$ cat config.mk
export PLATFORM = sky130hd
export DESIGN_NAME = tlb_miss_arbiter_sv32
export DESIGN_NICKNAME = d
export VERILOG_FILES = /design/src/rtl/ariane_pkg.sv /design/src/rtl/riscv_pkg.sv /design/src/rtl/tlb_rr_arb2.sv /design/src/rtl/tlb_miss_arbiter_sv32.sv
export SDC_FILE = /design/constraint.sdc
export NUM_CORES = 1
export LEC_CHECK = 0
export ABC_AREA = 0
export CAP_MARGIN = 25
export CORE_MARGIN = 5
export CORE_UTILIZATION = 35
export DETAILED_ROUTE_END_ITERATION = 10
export MAX_ROUTING_LAYER = met4
export PLACE_DENSITY = 0.75
export SLEW_MARGIN = 40
export SYNTH_ARGS = -nofsm -noshare
export SYNTH_HDL_FRONTEND = slang
export SYNTH_SLANG_ARGS = --single-unit
export TNS_END_PERCENT = 1
$ cat constraint.sdc
create_clock -name clk_i -period 2.05 [get_ports clk_i]
set_input_delay 0.615 -clock clk_i [delete_from_list [all_inputs] [get_ports clk_i]]
set_output_delay 0.615 -clock clk_i [all_outputs]
set_load 0.02 [all_outputs]
$ cat src/rtl/ariane_pkg.sv
// Shared types for the TLB miss arbiter: Sv32 TLB fill record and arbiter FSM states.
package ariane_pkg;

    typedef struct packed {
        logic        valid;
        logic        is_4M;
        logic [19:0] vpn;
        logic [8:0]  asid;
        logic [31:0] content;
    } tlb_update_sv32_t;

    typedef enum logic [1:0] {
        IDLE  = 2'd0,
        REQ   = 2'd1,
        WAIT  = 2'd2,
        DRAIN = 2'd3
    } arb_state_e;

endpackage

$ cat src/rtl/riscv_pkg.sv
// Architectural constants for the Sv32 (RV32) configuration.
package riscv;

    localparam int unsigned VLEN = 32;

endpackage

$ cat src/rtl/tlb_rr_arb2.sv
// Two-way ITLB/DTLB grant logic with last-grant pointer.
// TLB_ARB_DTLB_PRIORITY_EN selects fixed DTLB-first priority instead of round-robin.
module tlb_rr_arb2 (
    input  logic clk_i,
    input  logic rst_i,
    input  logic itlb_req_i,
    input  logic dtlb_req_i,
    input  logic en_i,
    output logic gnt_valid_o,
    output logic gnt_dtlb_o
);

    assign gnt_valid_o = en_i & (itlb_req_i | dtlb_req_i);

`ifdef TLB_ARB_DTLB_PRIORITY_EN
    logic unused_clk_rst;

    assign unused_clk_rst = clk_i ^ rst_i;
    assign gnt_dtlb_o     = dtlb_req_i;
`else
    logic last_dtlb_q, last_dtlb_d;

    // On a tie the requester that did not win last time is granted.
    assign gnt_dtlb_o = dtlb_req_i & (~itlb_req_i | ~last_dtlb_q);

    always_comb begin
        last_dtlb_d = last_dtlb_q;
        if (gnt_valid_o) begin
            last_dtlb_d = gnt_dtlb_o;
        end
    end

    always_ff @(posedge clk_i) begin
        if (rst_i) begin
            last_dtlb_q <= 1'b1;
        end else begin
            last_dtlb_q <= last_dtlb_d;
        end
    end
`endif

endmodule

$ cat src/rtl/tlb_miss_arbiter_sv32.sv
// Arbitrates ITLB/DTLB misses onto a single page-table walker with flush and watchdog handling.
// Build option: TLB_ARB_DTLB_PRIORITY_EN (fixed DTLB priority, see tlb_rr_arb2).
module tlb_miss_arbiter_sv32
    import ariane_pkg::*;
#(
    parameter int unsigned ASID_WIDTH     = 1,
    parameter int unsigned TIMEOUT_CYCLES = 1024
) (
    input  logic                   clk_i,
    input  logic                   rst_i,
    input  logic                   flush_i,
    input  logic                   itlb_req_i,
    input  logic                   dtlb_req_i,
    input  logic [riscv::VLEN-1:0] itlb_vaddr_i,
    input  logic [riscv::VLEN-1:0] dtlb_vaddr_i,
    input  logic [ASID_WIDTH-1:0]  itlb_asid_i,
    input  logic [ASID_WIDTH-1:0]  dtlb_asid_i,
    output logic                   itlb_ack_o,
    output logic                   dtlb_ack_o,
    output logic                   itlb_err_o,
    output logic                   dtlb_err_o,
    output tlb_update_sv32_t       itlb_update_o,
    output tlb_update_sv32_t       dtlb_update_o,
    output logic                   ptw_valid_o,
    input  logic                   ptw_ready_i,
    output logic [riscv::VLEN-1:0] ptw_vaddr_o,
    output logic [ASID_WIDTH-1:0]  ptw_asid_o,
    output logic                   ptw_is_instr_o,
    input  logic                   ptw_done_i,
    input  logic                   ptw_error_i,
    input  tlb_update_sv32_t       ptw_update_i
);

    localparam int unsigned WD_W = (TIMEOUT_CYCLES > 2) ? $clog2(TIMEOUT_CYCLES) : 1;
    localparam logic [WD_W-1:0] WD_LAST = WD_W'(TIMEOUT_CYCLES - 1);

    arb_state_e             state_q, state_d;
    logic [riscv::VLEN-1:0] vaddr_q, vaddr_d;
    logic [ASID_WIDTH-1:0]  asid_q, asid_d;
    logic                   is_instr_q, is_instr_d;
    logic [WD_W-1:0]        wdog_q, wdog_d;
    logic                   itlb_ack_q, itlb_ack_d;
    logic                   dtlb_ack_q, dtlb_ack_d;
    logic                   itlb_err_q, itlb_err_d;
    logic                   dtlb_err_q, dtlb_err_d;
    tlb_update_sv32_t       itlb_update_q, itlb_update_d;
    tlb_update_sv32_t       dtlb_update_q, dtlb_update_d;

    logic grant_en;
    logic gnt_valid;
    logic gnt_dtlb;

    // The requester still holds req during its ack cycle, so granting then would replay it.
    assign grant_en = (state_q == IDLE) & ~flush_i & ~itlb_ack_q & ~dtlb_ack_q;

    tlb_rr_arb2 u_arb (
        .clk_i       (clk_i),
        .rst_i       (rst_i),
        .itlb_req_i  (itlb_req_i),
        .dtlb_req_i  (dtlb_req_i),
        .en_i        (grant_en),
        .gnt_valid_o (gnt_valid),
        .gnt_dtlb_o  (gnt_dtlb)
    );

    always_comb begin
        state_d       = state_q;
        vaddr_d       = vaddr_q;
        asid_d        = asid_q;
        is_instr_d    = is_instr_q;
        wdog_d        = wdog_q;
        itlb_ack_d    = 1'b0;
        dtlb_ack_d    = 1'b0;
        itlb_err_d    = 1'b0;
        dtlb_err_d    = 1'b0;
        itlb_update_d = '0;
        dtlb_update_d = '0;

        case (state_q)
            IDLE: begin
                if (gnt_valid) begin
                    vaddr_d    = gnt_dtlb ? dtlb_vaddr_i : itlb_vaddr_i;
                    asid_d     = gnt_dtlb ? dtlb_asid_i : itlb_asid_i;
                    is_instr_d = ~gnt_dtlb;
                    state_d    = REQ;
                end
            end
            REQ: begin
                // A flush racing the handshake still has to wait out the started walk.
                if (ptw_ready_i) begin
                    wdog_d  = '0;
                    state_d = flush_i ? DRAIN : WAIT;
                end else if (flush_i) begin
                    state_d = IDLE;
                end
            end
            WAIT: begin
                if (flush_i) begin
                    state_d = ptw_done_i ? IDLE : DRAIN;
                end else if (ptw_done_i) begin
                    state_d = IDLE;
                    if (is_instr_q) begin
                        itlb_ack_d          = 1'b1;
                        itlb_err_d          = ptw_error_i;
                        itlb_update_d       = ptw_update_i;
                        itlb_update_d.valid = ~ptw_error_i;
                    end else begin
                        dtlb_ack_d          = 1'b1;
                        dtlb_err_d          = ptw_error_i;
                        dtlb_update_d       = ptw_update_i;
                        dtlb_update_d.valid = ~ptw_error_i;
                    end
                end else if (wdog_q == WD_LAST) begin
                    state_d    = DRAIN;
                    itlb_ack_d = is_instr_q;
                    itlb_err_d = is_instr_q;
                    dtlb_ack_d = ~is_instr_q;
                    dtlb_err_d = ~is_instr_q;
                end else begin
                    wdog_d = wdog_q + 1'b1;
                end
            end
            DRAIN: begin
                if (ptw_done_i) begin
                    state_d = IDLE;
                end
            end
            default: state_d = IDLE;
        endcase
    end

    always_ff @(posedge clk_i) begin
        if (rst_i) begin
            state_q       <= IDLE;
            vaddr_q       <= '0;
            asid_q        <= '0;
            is_instr_q    <= 1'b0;
            wdog_q        <= '0;
            itlb_ack_q    <= 1'b0;
            dtlb_ack_q    <= 1'b0;
            itlb_err_q    <= 1'b0;
            dtlb_err_q    <= 1'b0;
            itlb_update_q <= '0;
            dtlb_update_q <= '0;
        end else begin
            state_q       <= state_d;
            vaddr_q       <= vaddr_d;
            asid_q        <= asid_d;
            is_instr_q    <= is_instr_d;
            wdog_q        <= wdog_d;
            itlb_ack_q    <= itlb_ack_d;
            dtlb_ack_q    <= dtlb_ack_d;
            itlb_err_q    <= itlb_err_d;
            dtlb_err_q    <= dtlb_err_d;
            itlb_update_q <= itlb_update_d;
            dtlb_update_q <= dtlb_update_d;
        end
    end

    assign ptw_valid_o    = (state_q == REQ);
    assign ptw_vaddr_o    = vaddr_q;
    assign ptw_asid_o     = asid_q;
    assign ptw_is_instr_o = is_instr_q;
    assign itlb_ack_o     = itlb_ack_q;
    assign dtlb_ack_o     = dtlb_ack_q;
    assign itlb_err_o     = itlb_err_q;
    assign dtlb_err_o     = dtlb_err_q;
    assign itlb_update_o  = itlb_update_q;
    assign dtlb_update_o  = dtlb_update_q;

endmodule

==> results of run 1 <==
per-stage QoR:
stage / instances / TNS, ns / hold WS (ns)
after floorplan: 515 / 0 / 0.440
after CTS: 1078 / -0.0256 / 0.503
after global placement: 1043 / -61.78 / 0.478
after global routing: 1079 / -0.0248 / 0.517
final: 1079 / 0 / 0.505
after detailed placement: 1043 / -63.79 / 0.493
worst max path at each step:
stage | end | slack, ns | cells after the start
finish | wdog_q[9]$_SDFFE_PP0P_ | 0.02 | 5
global route | wdog_q[9]$_SDFFE_PP0P_ | -0.02 | 5
CTS | ptw_valid_o | -0.03 | 2
detailed placement | ptw_vaddr_o[5]$_SDFFE_PP0P_ | -0.50 | 6
global placement | ptw_vaddr_o[29]$_SDFFE_PP0P_ | -0.45 | 6
floorplan | ptw_vaddr_o[9]$_SDFFE_PP0P_ | 0.08 | 5
sequential cells by signal, summed over array words and instances, names as in the netlist:
signal	count
ptw_asid_o	1
dtlb_ack_o	1
dtlb_err_o	1
dtlb_update_o	63
state_q	2
ptw_vaddr_o	32
itlb_err_o	1
ptw_is_instr_o	1
wdog_q	10
itlb_update_o	63
itlb_ack_o	1
u_arb.last_dtlb_q	1
cells by family after synthesis:
group | after synthesis | share of synthesized area
simple gates | 206 | 0.200
flops | 177 | 0.604
compound gates | 65 | 0.108
buf+inv | 33 | 0.0294
mux | 33 | 0.0563
fa+ha+maj | 1 | 0.00213
power by group through the flow:
stage               sequential (mW)  clock [mW]  combinational (mW)
floorplan                      3.86           0               0.537
detailed placement             3.72           0                1.39
finish                         3.64        2.95                1.42
global route                   3.66        3.17                1.53
CTS                            3.64        3.04                1.44
global placement               3.72           0                1.37
cell usage in the layout (no fill, tap or decap), types with 4 or more instances in the layout:
cell type,Yosys,routed
clkdlybuf4s50_1,0,289
dfxtp_1,177,177
and2_1,124,124
nor2_1,40,38
buf_4,2,36
mux2i_1,33,33
a211oi_2,33,33
clkbuf_16,0,17
nand2_1,13,12
dlymetal6s2s_1,0,8
a21oi_1,6,6
nor3_1,6,6
a311oi_1,6,6
nand3_1,5,5
nand2b_1,5,5
o21ai_0,5,5
a31oi_1,5,5
buf_12,0,4
cell type report:
type,count,area [sq um]
Timing Repair Buffer,342,3400
Clock buffer,19,433
Clock inverter,13,105
Multi-Input combinational cell,305,2200
Tap cell,220,275
Fill cell,1366,6560
Sequential cell,177,3540
Inverter,3,11.3
per-layer routing:
layer | up-vias | GRT usage | routed length [um]
met4 | 0 | 0.0381 | 166
li1 | 2408 | - | -
met2 | 218 | 0.279 | 8000
met3 | 12 | 0.104 | 2060
met1 | 2219 | 0.184 | 6610
met5 | - | - | 0
what timing repair did:
item                       4_1_cts  5_1_grt
hold endpoints to repair         0        0
resized for setup                5       14
setup endpoints to repair       33      128
cloned                           1        0
pin swaps                        3        4
setup buffers                    2        1
==> metrics.txt, run 1 <==
status=completed; fin util=0.603; H-tree lvl count=4; Fin. Hold Viols=0; distinct cell type count of the synthesized netlist=38; max-cap violations=0; Die ar.=just under 20000 sq um; Sw Share=0.261; layout overhead on the synthesized area=69.9%; Clock power frac=0.368; Worst Setup End Kind=flip-flop; Mapped Nets=653; Buffers & Inverters on Critical Path=2; part of the power in registers=0.455; LEAKAGE=3.91 nW; CTS Root Cell=clkbuf_16; Die Y=roughly 140 um; Worst Setup SP=flush_i; routability congestion estimate=0.771; worst-margin pin slew=0.682 ns; routed wire length=around 17000 um; top cells by area, synth=dfxtp_1, and2_1, a211oi_2; Final nets=just under 1000; post-synthesis sequential area ratio=0.604; vias in the first global route=roughly 4800; CTS tree=built; Tot Pwr=8.01 mW; Synth top cells by count=dfxtp_1, and2_1, nor2_1, a211oi_2, mux2i_1; CP required=~2.4 ns; synthesized area=slightly below 6000 sq um; Port Buf Inserts=300; core area=about 17000 sq um; row count=47; antenna fix cells=0; Routed Antenna Nets=0; post-place instance area=~9300 sq um; crit-path leading delay family=simple AND/OR/NAND/NOR gates; top-count cell post-synth=dfxtp_1; hold depth=1; synthesized area per cell=around 11 sq um; reg2reg setup slack=around 0.21 ns; leading area contributor after synthesis=dfxtp_1; GR Util All Layers=0.173; clk_skew=0.00797 ns; Psw=roughly 2.1 mW; drt pass-1 iters=4; crit path kind=in2reg; relative slew slack=0.545; Startpoint Class=input port; DP HPWL=between 10000 and 15000 um; die width=about 140 um; ys flop type=dfxtp_1; P_int=between 5 and 6 mW; gr ovfl total=0; fin area=roughly 10000 sq um; max-slew violations=0; share of the synthesized area in the top cell type=0.604; Post-synth EDFFs=0; synthesized flop and latch total=177; Comb power frac=0.177; TritonCTS Buffers=17; largest net degree at the start of global routing=47; vias per inst=between 4 and 5; first-pass GRT wire length=25800 um; reg-to-reg startpoint=wdog_q[1]$_SDFFE_PP0P_; I/O pin total=between 300 and 400; Pwr Density=approximately 800 nW/um^2; Starting Density=0.355; # hold bufs at CTS=0; clock buffer depth=2; CP arrival=about 2.4 ns; setup violators final=0; Fmax=approximately 0.49 GHz; crit path max-delay cell type=or4_1; Clk Latency, worst-skew pair=0.41 ns; violation count after the first detailed-route iteration=about 210; Async SR Flop Fraction=0; crit path time final=2.03 ns; Place WS=-0.497 ns; critical path fanouts, max=5; fin crit share=0.989; DRC=0; Hold EP=wdog_q[6]$_SDFFE_PP0P_; reg-to-reg critical path endpoint=state_q[0]$_SDFFE_PP0P_; Cell Chain, Critical Path=clkdlybuf4s50_1, buf_4, or4b_4, or4_1, a31oi_1; setup ws final=around 0.023 ns; clock sinks=around 180; initial antenna violation count=0; Worst IR Drop VDD=~0.00060 V; slowest cell delay on critical path=0.50 ns; DR vias=slightly below 5000; Worst-path clk slew=approximately 0.060 ns; worst r2r path cells=6; RSZ-0062 raised after global routing=true; routed len/inst=between 15 and 20 um; Synth Warn #=0; Hold Startpoint=wdog_q[6]$_SDFFE_PP0P_; Hold Path Class=reg2reg; share of cells above drive strength 1=0.137; Syn Inst Count=515
Note: power is estimated with default switching activity, not from simulation.
==> run 2, diff against run 1 <==
--- a/config.mk
+++ b/config.mk
@@ -9,6 +9,7 @@
 export CAP_MARGIN = 25
 export CORE_MARGIN = 5
 export CORE_UTILIZATION = 35
+export CTS_CLUSTER_DIAMETER = 50
 export DETAILED_ROUTE_END_ITERATION = 10
 export MAX_ROUTING_LAYER = met4
 export PLACE_DENSITY = 0.75
==> results of run 2 <==
The final DEF is identical to that of run 1; final timing and power are the same.
==> run 3, diff against run 2 <==
--- a/config.mk
+++ b/config.mk
@@ -11,10 +11,11 @@
 export CORE_UTILIZATION = 35
 export CTS_CLUSTER_DIAMETER = 50
 export DETAILED_ROUTE_END_ITERATION = 10
+export HOLD_SLACK_MARGIN = 0.1
 export MAX_ROUTING_LAYER = met4
 export PLACE_DENSITY = 0.75
 export SLEW_MARGIN = 40
 export SYNTH_ARGS = -nofsm -noshare
 export SYNTH_HDL_FRONTEND = slang
 export SYNTH_SLANG_ARGS = --single-unit
-export TNS_END_PERCENT = 1
+export TNS_END_PERCENT = 100
==> run 3 against run 2 <==
Clock power is essentially flat. Core utilization grew 0.82 points. Worst hold slack gained 0.0034 ns. Clock-buffer cell count is the same. Final cell count grew 0.56%. Non-clock buffer count grew 6. Sequential share of layout area shrank 0.48 points. Highest routed layer unchanged.
==> metrics.txt, run 3 (synthesis results as in run 1) <==
status=completed (unchanged); gr ovfl total=0 (unchanged); register area=3540 sq um (unchanged); CTS Root Cell=clkbuf_16 (unchanged); hold slack=0.508 ns (was 0.505 ns); fin crit share=0.976 (was 0.989); M2 GR Usage=0.283 (was 0.279); routability congestion estimate=0.771 (unchanged); H-tree lvl count=4 (unchanged); setup ws final=0.0502 ns (was 0.0227 ns); met1 Usage GRT=0.186 (was 0.184); setup violators final=0 (unchanged); max-slew violations=0 (unchanged); Fin. Hold Viols=0 (unchanged); share of cells above drive strength 1=0.142 (was 0.137); Startpoint Class=flip-flop (was input port); CP arrival=1.38 ns (was 2.36 ns); # hold bufs at CTS=0 (unchanged); clock sinks=177 (unchanged); DP HPWL=12700 um (unchanged); crit path max-delay cell type=clkdlybuf4s50_1 (was or4_1); critical path fanouts, max=2 (was 5); Buffers & Inverters on Critical Path=1 (was 2); Cell Chain, Critical Path=clkdlybuf4s50_1 (was clkdlybuf4s50_1, buf_4, or4b_4, or4_1, a31oi_1); TritonCTS Buffers=17 (unchanged); DRC=0 (unchanged); antenna fix cells=0 (unchanged); commonest non-fill, non-tap cell in the layout=clkdlybuf4s50_1 (unchanged); routed len/inst=16.0 um (was 15.6 um); Place WS=-0.497 ns (unchanged); Post-Layout Cell Count=1085 (was 1079); initial antenna violation count=0 (unchanged); grt peak-use layer=met2 (unchanged); layout overhead on the synthesized area=72.2% (was 69.9%); max-cap violations=0 (unchanged); slowest cell delay on critical path=0.63 ns (was 0.50 ns); relative slew slack=0.546 (was 0.545); RSZ-0062 raised after global routing=false (was true); Tot Pwr=8.15 mW (was 8.01 mW); crit path time final=2.00 ns (was 2.03 ns); worst r2r path cells=6 (unchanged); Routed Antenna Nets=0 (unchanged); vias per inst=4.51 (was 4.50); DR vias=4889 (was 4857); I/O pin total=302 (unchanged); worst-margin pin slew=0.682 ns (about the same); CTS tree=built (unchanged); Die Y=139 um (unchanged); vias in the first global route=4824 (was 4814); Worst-path clk slew=0.07 ns (was 0.06 ns); placed cell count=1043 (unchanged); core area=16500 sq um (unchanged); first-pass GRT wire length=26000 um (was 25800 um); Pwr Density=807 nW/um^2 (was 804 nW/um^2); GR Util All Layers=0.175 (was 0.173); row count=47 (unchanged); clk_skew=0.00613 ns (was 0.00797 ns); largest net degree at the start of global routing=47 (unchanged); Fmax=0.500 GHz (was 0.493 GHz); Worst IR Drop VDD=0.000616 V (was 0.000604 V); stages on the worst setup path=1 (was 5); violation count after the first detailed-route iteration=185 (was 213); Final nets=990 (was 984); Hold Path Class=reg2reg (unchanged); drt pass-1 iters=4 (unchanged); Clk Latency, worst-skew pair=0.41 ns (about the same); Worst Setup End Kind=primary output (was flip-flop); crit path kind=reg2out (was in2reg); Starting Density=0.355 (unchanged); die width=139 um (unchanged); commonest non-fill, non-tap cells in the layout=clkdlybuf4s50_1, dfxtp_1, and2_1, nor2_1, buf_4 (unchanged); met3 usage=0.104 (unchanged); fill count=1343 (was 1366); hold depth=1 (unchanged); LEAKAGE=3.98 nW (was 3.91 nW); crit-path leading delay family=buffers and inverters (was simple AND/OR/NAND/NOR gates); area of the multi-input gates=2190 sq um (was 2200 sq um); routed wire length=17300 um (was 16800 um); Port Buf Inserts=300 (unchanged); Die ar.=19500 sq um (unchanged); clock buffer depth=2 (unchanged); CP required=1.43 ns (was 2.38 ns)
run 3: worst paths after layout:
kind	startpoint	to	slack [ns]
min	wdog_q[6]$_SDFFE_PP0P_	wdog_q[6]$_SDFFE_PP0P_	0.51
min reg2reg	wdog_q[6]$_SDFFE_PP0P_	wdog_q[6]$_SDFFE_PP0P_	0.51
max reg2reg	wdog_q[1]$_SDFFE_PP0P_	state_q[0]$_SDFFE_PP0P_	0.20
max	ptw_vaddr_o[4]$_SDFFE_PP0P_	ptw_vaddr_o[4]	0.05
run 3: area by class of cell:
cell class / instances / share of cell area
sequential: 177 / 0.351
timing repair buffer: 348 / 0.351
multi-input combinational: 305 / 0.217
clock buffer: 19 / 0.0429
tap: 220 / 0.0272
clock inverter: 13 / 0.0104
inverter: 3 / 0.00111
run 3: timing repair:
action	in CTS	in global routing
endpoints found under the setup margin	33	149
pin swaps	2	4
gates resized for setup	6	15
buffers inserted	2	3
cloned	2	3
run 3: worst register-to-register path, delay by kind of cell, from the launching register on:
family          cells  cell delay [ns]
buf+inv             1             0.18
flops               1             0.35
compound gates      3             0.84
fa+ha+maj           1             0.22
simple gates        1             0.19
run 3: routing by layer:
layer | share of wire | wire length (um)
met5 | 0 | 0
met4 | 0.0099 | 171
met3 | 0.12 | 2160
met2 | 0.48 | 8320
met1 | 0.39 | 6680
run 3: power by group:
group	leakage, nW	total, mW	switching (mW)	internal [mW]
Sequential	1.43	3.64	0.0704	3.57
Combinational	2.29	1.56	0.695	0.865
Clock	0.262	2.95	1.37	1.58
run 3: metrics by stage:
step	cell area, sq um	TNS, ns	utilization
after global routing	10100	0	0.611
after global placement	9340	-61.78	0.565
after floorplan	5870	0	-
after detailed placement	9340	-63.79	0.565
after CTS	9950	0	0.602
final	10100	0	0.611
